## config.mk

```make
export PLATFORM = sky130hd
export DESIGN_NAME = mem_arbiter
export DESIGN_NICKNAME = d
export VERILOG_FILES = /design/src/rtl/mem_arbiter.sv
export SDC_FILE = /design/constraint.sdc
export NUM_CORES = 1
export LEC_CHECK = 0
export CAP_MARGIN = 40
export CORE_MARGIN = 3
export CORE_UTILIZATION = 42
export CTS_CLUSTER_SIZE = 10
export DETAILED_ROUTE_END_ITERATION = 8
export PLACE_DENSITY = 0.86
export SLEW_MARGIN = 10
export SYNTH_ARGS = -nofsm -noshare
export SYNTH_HDL_FRONTEND = slang
export SYNTH_SLANG_ARGS = --single-unit
```

## constraint.sdc

```tcl
create_clock -name clk -period 2.6 [get_ports clk]
set_clock_uncertainty 0.2 [all_clocks]
set_input_delay 0.52 -clock clk [delete_from_list [all_inputs] [get_ports clk]]
set_output_delay 0.52 -clock clk [all_outputs]
set_load 0.05 [all_outputs]
```

## src/rtl/mem_arbiter.sv

```systemverilog
// -----------------------------------------------------------------------------
// mem_arbiter
//
// Shares one byte-wide memory (separate read/write address, single write
// strobe) between the cpu (port A) and a host/loader port (port B). Single-byte
// transactions are serialised and granted round-robin. The host can assert
// b_lock to keep port A out entirely, e.g. during program load or a register
// dump.
//
// Ports
//   clk, reset          system clock; asynchronous active-low reset
//   a_req/a_we/a_addr/a_wdata -> a_rdata/a_ack   cpu request port
//   b_req/b_we/b_addr/b_wdata -> b_rdata/b_ack   host request port
//   b_lock              while high, port A is never granted
//   grant_a, grant_b    owner of the transaction in flight
//   mem_raddr, mem_waddr, mem_data_in, mem_write   memory side
//   mem_data_out        memory read data, valid the cycle after mem_raddr
//
// Timing, counted from the edge that samples req in IDLE:
//   read : RWAIT(1) RCAP(2) DONE/ack(3) IDLE(4)
//   write: WDONE/mem_write(1) DONE/ack(2) IDLE(3)
// -----------------------------------------------------------------------------
module mem_arbiter #(
    parameter int addr_width = 9
) (
    input  logic                  clk,
    input  logic                  reset,
    input  logic                  a_req,
    input  logic                  a_we,
    input  logic [addr_width-1:0] a_addr,
    input  logic [7:0]            a_wdata,
    output logic [7:0]            a_rdata,
    output logic                  a_ack,
    input  logic                  b_req,
    input  logic                  b_we,
    input  logic [addr_width-1:0] b_addr,
    input  logic [7:0]            b_wdata,
    output logic [7:0]            b_rdata,
    output logic                  b_ack,
    input  logic                  b_lock,
    output logic                  grant_a,
    output logic                  grant_b,
    output logic [addr_width-1:0] mem_raddr,
    output logic [addr_width-1:0] mem_waddr,
    output logic [7:0]            mem_data_in,
    output logic                  mem_write,
    input  logic [7:0]            mem_data_out
);

    typedef enum logic [2:0] {
        IDLE  = 3'd0,
        RWAIT = 3'd1,
        RCAP  = 3'd2,
        WDONE = 3'd3,
        DONE  = 3'd4
    } state_t;

    state_t                state_q, state_d;
    logic                  owner_q, owner_d;            // 0 = A, 1 = B
    logic                  last_owner_q, last_owner_d;  // 0 = A, 1 = B
    logic [7:0]            a_rdata_q, a_rdata_d;
    logic [7:0]            b_rdata_q, b_rdata_d;
    logic                  a_ack_q, a_ack_d;
    logic                  b_ack_q, b_ack_d;
    logic                  grant_a_q, grant_a_d;
    logic                  grant_b_q, grant_b_d;
    logic [addr_width-1:0] mem_raddr_q, mem_raddr_d;
    logic [addr_width-1:0] mem_waddr_q, mem_waddr_d;
    logic [7:0]            mem_data_in_q, mem_data_in_d;
    logic                  mem_write_q, mem_write_d;

    // Request selection, only consulted in IDLE.
    logic                  a_elig;
    logic                  b_elig;
    logic                  sel_b;
    logic                  sel_we;
    logic [addr_width-1:0] sel_addr;
    logic [7:0]            sel_wdata;

    assign a_elig    = a_req & ~b_lock;
    assign b_elig    = b_req;
    // On a tie the port that did not own the previous transaction wins.
    assign sel_b     = (a_elig & b_elig) ? ~last_owner_q : b_elig;
    assign sel_we    = sel_b ? b_we    : a_we;
    assign sel_addr  = sel_b ? b_addr  : a_addr;
    assign sel_wdata = sel_b ? b_wdata : a_wdata;

    always_comb begin
        state_d       = state_q;
        owner_d       = owner_q;
        last_owner_d  = last_owner_q;
        a_rdata_d     = a_rdata_q;
        b_rdata_d     = b_rdata_q;
        a_ack_d       = a_ack_q;
        b_ack_d       = b_ack_q;
        grant_a_d     = grant_a_q;
        grant_b_d     = grant_b_q;
        mem_raddr_d   = mem_raddr_q;
        mem_waddr_d   = mem_waddr_q;
        mem_data_in_d = mem_data_in_q;
        mem_write_d   = mem_write_q;

        case (state_q)
            IDLE: begin
                if (a_elig | b_elig) begin
                    owner_d      = sel_b;
                    last_owner_d = sel_b;
                    grant_a_d    = ~sel_b;
                    grant_b_d    = sel_b;
                    if (sel_we) begin
                        mem_waddr_d   = sel_addr;
                        mem_data_in_d = sel_wdata;
                        mem_write_d   = 1'b1;
                        state_d       = WDONE;
                    end else begin
                        mem_raddr_d   = sel_addr;
                        state_d       = RWAIT;
                    end
                end
            end
            RWAIT: begin
                // Memory read latency; outputs unchanged.
                state_d = RCAP;
            end
            RCAP: begin
                if (owner_q) begin
                    b_rdata_d = mem_data_out;
                    b_ack_d   = 1'b1;
                end else begin
                    a_rdata_d = mem_data_out;
                    a_ack_d   = 1'b1;
                end
                state_d = DONE;
            end
            WDONE: begin
                mem_write_d = 1'b0;
                if (owner_q) begin
                    b_ack_d = 1'b1;
                end else begin
                    a_ack_d = 1'b1;
                end
                state_d = DONE;
            end
            DONE: begin
                // No request is sampled here, so a req still high during the
                // ack cycle cannot start a duplicate transaction.
                a_ack_d   = 1'b0;
                b_ack_d   = 1'b0;
                grant_a_d = 1'b0;
                grant_b_d = 1'b0;
                state_d   = IDLE;
            end
            default: begin
                state_d = IDLE;
            end
        endcase
    end

    always_ff @(posedge clk or negedge reset) begin
        if (!reset) begin
            state_q       <= IDLE;
            owner_q       <= 1'b0;
            last_owner_q  <= 1'b1;  // B, so A wins the first tie
            a_rdata_q     <= '0;
            b_rdata_q     <= '0;
            a_ack_q       <= 1'b0;
            b_ack_q       <= 1'b0;
            grant_a_q     <= 1'b0;
            grant_b_q     <= 1'b0;
            mem_raddr_q   <= '0;
            mem_waddr_q   <= '0;
            mem_data_in_q <= '0;
            mem_write_q   <= 1'b0;
        end else begin
            state_q       <= state_d;
            owner_q       <= owner_d;
            last_owner_q  <= last_owner_d;
            a_rdata_q     <= a_rdata_d;
            b_rdata_q     <= b_rdata_d;
            a_ack_q       <= a_ack_d;
            b_ack_q       <= b_ack_d;
            grant_a_q     <= grant_a_d;
            grant_b_q     <= grant_b_d;
            mem_raddr_q   <= mem_raddr_d;
            mem_waddr_q   <= mem_waddr_d;
            mem_data_in_q <= mem_data_in_d;
            mem_write_q   <= mem_write_d;
        end
    end

    assign a_rdata     = a_rdata_q;
    assign b_rdata     = b_rdata_q;
    assign a_ack       = a_ack_q;
    assign b_ack       = b_ack_q;
    assign grant_a     = grant_a_q;
    assign grant_b     = grant_b_q;
    assign mem_raddr   = mem_raddr_q;
    assign mem_waddr   = mem_waddr_q;
    assign mem_data_in = mem_data_in_q;
    assign mem_write   = mem_write_q;

endmodule

```

==> results.yml, run 1 <==
worst_setup_path:
  required_ns: 2.59
  end_kind: "flop"
  cp_data_arrival_time_ns: 2.23
  cp-startpoint: "a_req"
  endpoint: "mem_waddr[5]"
  path_class: "in -> reg"
  timing.rr.end: "mem_raddr[0]"
  path_depth: 6
  path_cells: "clkdlybuf4s50_1 -> nor2b_1 -> and3_1 -> o21a_1 -> buf_4 -> mux2_2"
  rrSetupSlack_ns: 0.57
  cp-start-kind: "primary input"
  crit_fanout: 5
  crit_path_top_delay_cell: "clkdlybuf4s50_1"
  cp_slowest_stage_delay_ns: 0.48
  crit_family: "buffers and inverters"
  r2r-start: "state_q[0]"
  path_buf_inv: 2
  reg2regPathDepth: 5
placed_design:
  dpl.cell_count: 323
  place.gp.congestion: 0.723
  hpwlAfterDp_um: 3950
  place.port_buffers: 95
sta:
  tightest_slew_ns: 0.631
  final_hold_viol_count: 0
  fin_tns_setup_ns: 0
  setup_viol: 0
  finalCritPeriodShare_pct: 86.3
  rsz0062_at_grt: "false"
  period_needed_ns: 2.24
  fmax_mhz: 446
  hold_slack_ns: 0.103
  max_slew_margin_pct: 57.9
  drv_slew: 0
flow_run:
  max_cap_violations: 0
synthesis:
  synth.yosys.seq_area_share_pct: 56.6
  synthTopCellsByArea: "dfrtp_1 55%, mux2_2 27%, o21ai_0 2.2%, nor3b_4 1.6%, mux2_4 1.3%"
  synth_fp_nets: 205
  syn-mean-instance-area_sq_um: 14.7
  ys.flop_type: "dfrtp_1"
  synth_edf_count: 0
  yosysTopAreaCell: "dfrtp_1"
  synth.top_cell.area_share_pct: 55.5
  yosysWarnings: 0
  synth_area_sq_um: 2300
  synth-async-reset-ratio_pct: 100
  synth.distinct_cells: 32
  syn_inst: 156
  synth-seq-cells: 52
clocking:
  h-tree-depth: 2
  clock_path_buffers: 2
  clkSlewWorstSetupHoldPaths_ns: 0.10
  post-cts-setup-buffers: 0
  cts_hold_buf: 0
  root_buffer: "clkbuf_8"
  cts-resized-gates: 0
  clk_latency_ns: 0.30
  cts_buffers: 5
  cts_tree: "built"
  cts.sinks: 52
detailed_routing:
  vias: 1617
  routed_wl_um: 5070
  dr.pass1.iters: 4
  drc_errors: 0
  dr.first_iter.drc_count: 49
  wire_per_inst_um: 15.3
  viasPerCell: 4.89
  ant_nets: 0
cells_and_area:
  nets: 309
  most-common-layout-cells: "94 x clkdlybuf4s50_1, 55 x mux2_2, 51 x dfrtp_1"
  layout_commonest_cell: "clkdlybuf4s50_1"
  syn_to_final_growth_pct: 51.1
  instances_no_fill: 331
  fillers: 407
  layout-drive-gt1-share_pct: 32.2
  n_antenna_cell: 0
global_routing:
  grt_overflow: 0
  grt_use_total_pct: 16.8
  grt_max_degree: 53
  antenna_found_initial: 0
  grt_pass1_wl_um: 8210
  grt_pass1_vias: 1681
power_and_ir_drop:
  leakage_nw: 1.42
  peakVddDrop_mv: 0.953
  power.density_nw_per_um2: 1440
floorplan:
  rows: 26
  die_area_sq_um: 6400
  die_h_um: 80.0
  die_w_um: 80.0
  ios: 96
  start_util_pct: 44.2
  core_sq_um: 5200
hold_path:
  hold_path_class: "in -> async"
status:
  status: "complete, no violations"
==> where the power goes <==
part           internal, mW  leakage (nW)  switching (mW)
Sequential             1.22         0.615           0.282
Combinational          1.21         0.757            1.82
Clock                 0.198        0.0491           0.274
Total                  2.63          1.42            2.38
==> area by class of cell <==
| type | instances | area [sq um] | share of cell area, % |
|---|---|---|---|
| multi-input cells | 95 | 941 | 27.1 |
| inverters | 4 | 15.0 | 0.432 |
| clock inverters | 3 | 26.3 | 0.756 |
| clock buffers | 5 | 68.8 | 1.98 |
| flip-flops and latches | 52 | 1300 | 37.5 |
| repair buffers | 102 | 1040 | 29.8 |
| well taps | 70 | 87.6 | 2.52 |
==> registers in the layout (all words and copies together), names as in the netlist <==
| name | count |
|---|---|
| a_ack | 1 |
| a_rdata | 8 |
| b_ack | 1 |
| b_rdata | 8 |
| grant_a | 1 |
| grant_b | 1 |
| last_owner_q | 1 |
| mem_data_in | 8 |
| mem_raddr | 9 |
| mem_waddr | 9 |
| mem_write | 1 |
| owner_q | 1 |
| state_q | 3 |
==> cell usage after synthesis (2+ instances only) <==
cell type  number
mux2_2         55
dfrtp_1        51
o21ai_0        10
inv_1           4
a21oi_1         2
buf_4           2
buf_6           2
mux2_1          2
mux2_4          2
nor2_1          2
nor3_1          2
nor3b_4         2
==> layer usage <==
| metal | global-route usage [%] | vias up | wire, um | part of all wire [%] |
|---|---|---|---|---|
| met5 | 0 | - | 0 | 0 |
| met4 | 4.05 | 0 | 48 | 0.95 |
| met3 | 6.21 | 4 | 385 | 7.6 |
| met2 | 29.1 | 53 | 2660 | 52 |
| met1 | 19.7 | 793 | 1980 | 39 |
| li1 | - | 767 | - | - |
==> metrics by stage <==
step	utilization (%)	power, mW	cell area, sq um	setup slack (ns)
6_report	66.8	5.01	3480	0.357
5_1_grt	66.8	5.27	3480	0.235
4_1_cts	66.8	5.07	3480	0.368
3_5_place_dp	65.0	4.59	3380	0.0570
3_3_place_gp	65.0	4.53	3380	0.0785
2_1_floorplan	-	3.52	2300	0.563
==> cell families after synthesis <==
group | synth area share (%)
mux | 29.2
compound gates | 5.60
flops | 56.6
buf+inv | 2.50
simple gates | 6.09
==> worst min-delay path by stage <==
stage,from,to,slack (ns),cells after the start
floorplan,reset,a_ack,0.02,0
global placement,mem_waddr[7],mem_waddr[7],0.27,1
detailed placement,mem_waddr[1],mem_waddr[1],0.28,1
CTS,reset,b_rdata[4],0.13,2
global route,reset,a_ack,0.15,2
finish,reset,b_rdata[4],0.10,2
Note: power is estimated with default switching activity, not from simulation.
==> run 2, diff against run 1 <==
CORE_MARGIN = 2   (was 3)
CORE_UTILIZATION = 46   (was 42)
PLACE_DENSITY = 0.92   (was 0.86)
clock period = 2.9 ns   (was 2.6 ns; I/O delays follow)
==> run 2 against run 1 <==
Compared with the run above: register-to-register slack better by 0.26 ns; flip-flop and latch count stayed put; combinational power shrank 11%; critical endpoint is now mem_waddr[7]; final cell count decreased by 1.5%; worst setup slack improved by 0.24 ns; routed wire length up 2.0%; utilization is 5.4 points higher; largest power group unchanged; die area shrank 13%.
==> results.yml, run 2 (synthesis results as in run 1) <==
worst_setup_path:
  required_ns: 2.88
  cp_data_arrival_time_ns: 2.29
  cp-start-kind: "primary input"
  timing.rr.end: "mem_waddr[7]"
  cp_slowest_stage_delay_ns: 0.42
  rrSetupSlack_ns: 0.83
  r2r-start: "last_owner_q"
  path_cells: "clkdlybuf4s50_1 -> nand3b_1 -> nand2_2 -> buf_12 -> mux2_2 -> mux2_1"
  path_buf_inv: 2
  reg2regPathDepth: 5
  end_kind: "flop"
  crit_path_top_delay_cell: "clkdlybuf4s50_1"
  crit_fanout: 12
  path_class: "in -> reg"
  crit_family: "multiplexers"
cells_and_area:
  regArea_sq_um: 1300
  multiInputGateArea_sq_um: 941
  n_antenna_cell: 0
  fillers: 348
  layout_commonest_cell: "clkdlybuf4s50_1"
  most-common-layout-cells: "94 x clkdlybuf4s50_1, 55 x mux2_2, 51 x dfrtp_1"
  layout-drive-gt1-share_pct: 31.7
  final_area_sq_um: 3450
  nets: 307
  syn_to_final_growth_pct: 50.1
power_and_ir_drop:
  comb_power_share_pct: 59.2
  leakage_nw: 1.41
  clock_power_share_pct: 10.9
  power.internal_mw: 2.42
  swShare_pct: 46.9
  p_seq_share_pct: 29.9
  peakVddDrop_mv: 0.759
  power.switching_mw: 2.13
  power.density_nw_per_um2: 1320
sta:
  rsz0062_at_grt: "false"
  finalCritPeriodShare_pct: 79.6
  fin_tns_setup_ns: 0
  drv_slew: 0
  setup_viol: 0
  max_slew_margin_pct: 56.3
  period_needed_ns: 2.31
  fmax_mhz: 433
  final_hold_viol_count: 0
  tightest_slew_ns: 0.655
global_routing:
  grt_pass1_wl_um: 7910
  grt_pass1_vias: 1669
  grt_overflow: 0
  antenna_found_initial: 0
  grt_max_degree: 53
  grt_use_total_pct: 19.2
placed_design:
  hpwlAfterDp_um: 3870
  placed_cell_area_sq_um: 3340
  place.gp.congestion: 0.770
  place.port_buffers: 95
clocking:
  clock_path_buffers: 2
  cts.sinks: 52
  cts_tree: "built"
  cts_hold_buf: 0
  cts-resized-gates: 0
  clk_latency_ns: 0.30
  post-cts-setup-buffers: 0
  h-tree-depth: 2
  cts_buffers: 5
  root_buffer: "clkbuf_8"
  clkSlewWorstSetupHoldPaths_ns: 0.10
detailed_routing:
  wire_per_inst_um: 15.9
  drc_errors: 0
  routed_wl_um: 5170
  ant_nets: 0
  dr.pass1.iters: 4
  dr.first_iter.drc_count: 54
  vias: 1620
  viasPerCell: 4.97
floorplan:
  rows: 25
  die_area_sq_um: 5580
  core_sq_um: 4790
  die_h_um: 74.7
  die_w_um: 74.7
  start_util_pct: 48.1
  ios: 96
hold_path:
  hold_path_class: "in -> async"
status:
  status: "complete, no violations"
flow_run:
  max_cap_violations: 0
-- run 2: cell types whose count changed in the layout (fill, tap and decap cells not counted) --
cell       change
bufinv_16      +1
clkinv_4       +1
inv_6          -2
buf_12         -2
-- run 2: worst max path at each step --
stage / startpoint / endpoint / cells after the start
global placement: b_lock / mem_waddr[7] / 6
global route: b_lock / mem_waddr[7] / 6
finish: b_lock / mem_waddr[7] / 6
detailed placement: b_lock / mem_waddr[7] / 6
floorplan: b_lock / mem_waddr[7] / 5
CTS: b_lock / mem_waddr[7] / 6
-- run 2: area by class of cell --
type                    count  share of cell area, %
clock buffers               5                   1.99
multi-input cells          95                   27.2
well taps                  67                   2.43
clock inverters             3                   1.38
flip-flops and latches     52                   37.7
inverters                   4                  0.435
repair buffers            100                   28.8
-- run 2: power groups by stage --
stage,clock network [mW],logic (mW),registers (mW)
floorplan,0,0.690,2.47
global placement,0,2.67,1.35
CTS,0.508,2.72,1.37
detailed placement,0,2.71,1.37
finish,0.496,2.69,1.36
global route,0.542,2.81,1.41
-- run 2: metrics by stage --
step | util [%] | cells | power [mW] | hold WS [ns] | setup WS, ns
after floorplan | - | 156 | 3.16 | 0.0844 | 0.803
after global placement | 69.8 | 318 | 4.02 | 0.279 | 0.328
after detailed placement | 69.8 | 318 | 4.09 | 0.291 | 0.274
after CTS | 72.2 | 326 | 4.59 | 0.196 | 0.593
after global routing | 72.2 | 326 | 4.76 | 0.219 | 0.547
final | 72.2 | 326 | 4.55 | 0.171 | 0.593
-- run 2: per-layer routing --
metal	track usage (%)	up-vias	wire (um)
li1	-	761	-
met1	23.3	792	2160
met2	33.2	58	2620
met3	4.82	9	303
met4	6.75	0	91
met5	0	-	0
-- run 2: worst register-to-register path, stage by stage, from the launching register on --
cell	delay [ns]
dfstp_2	0.55
nand3b_1	0.13
nand2_2	0.25
buf_12	0.18
mux2_2	0.34
mux2_1	0.30
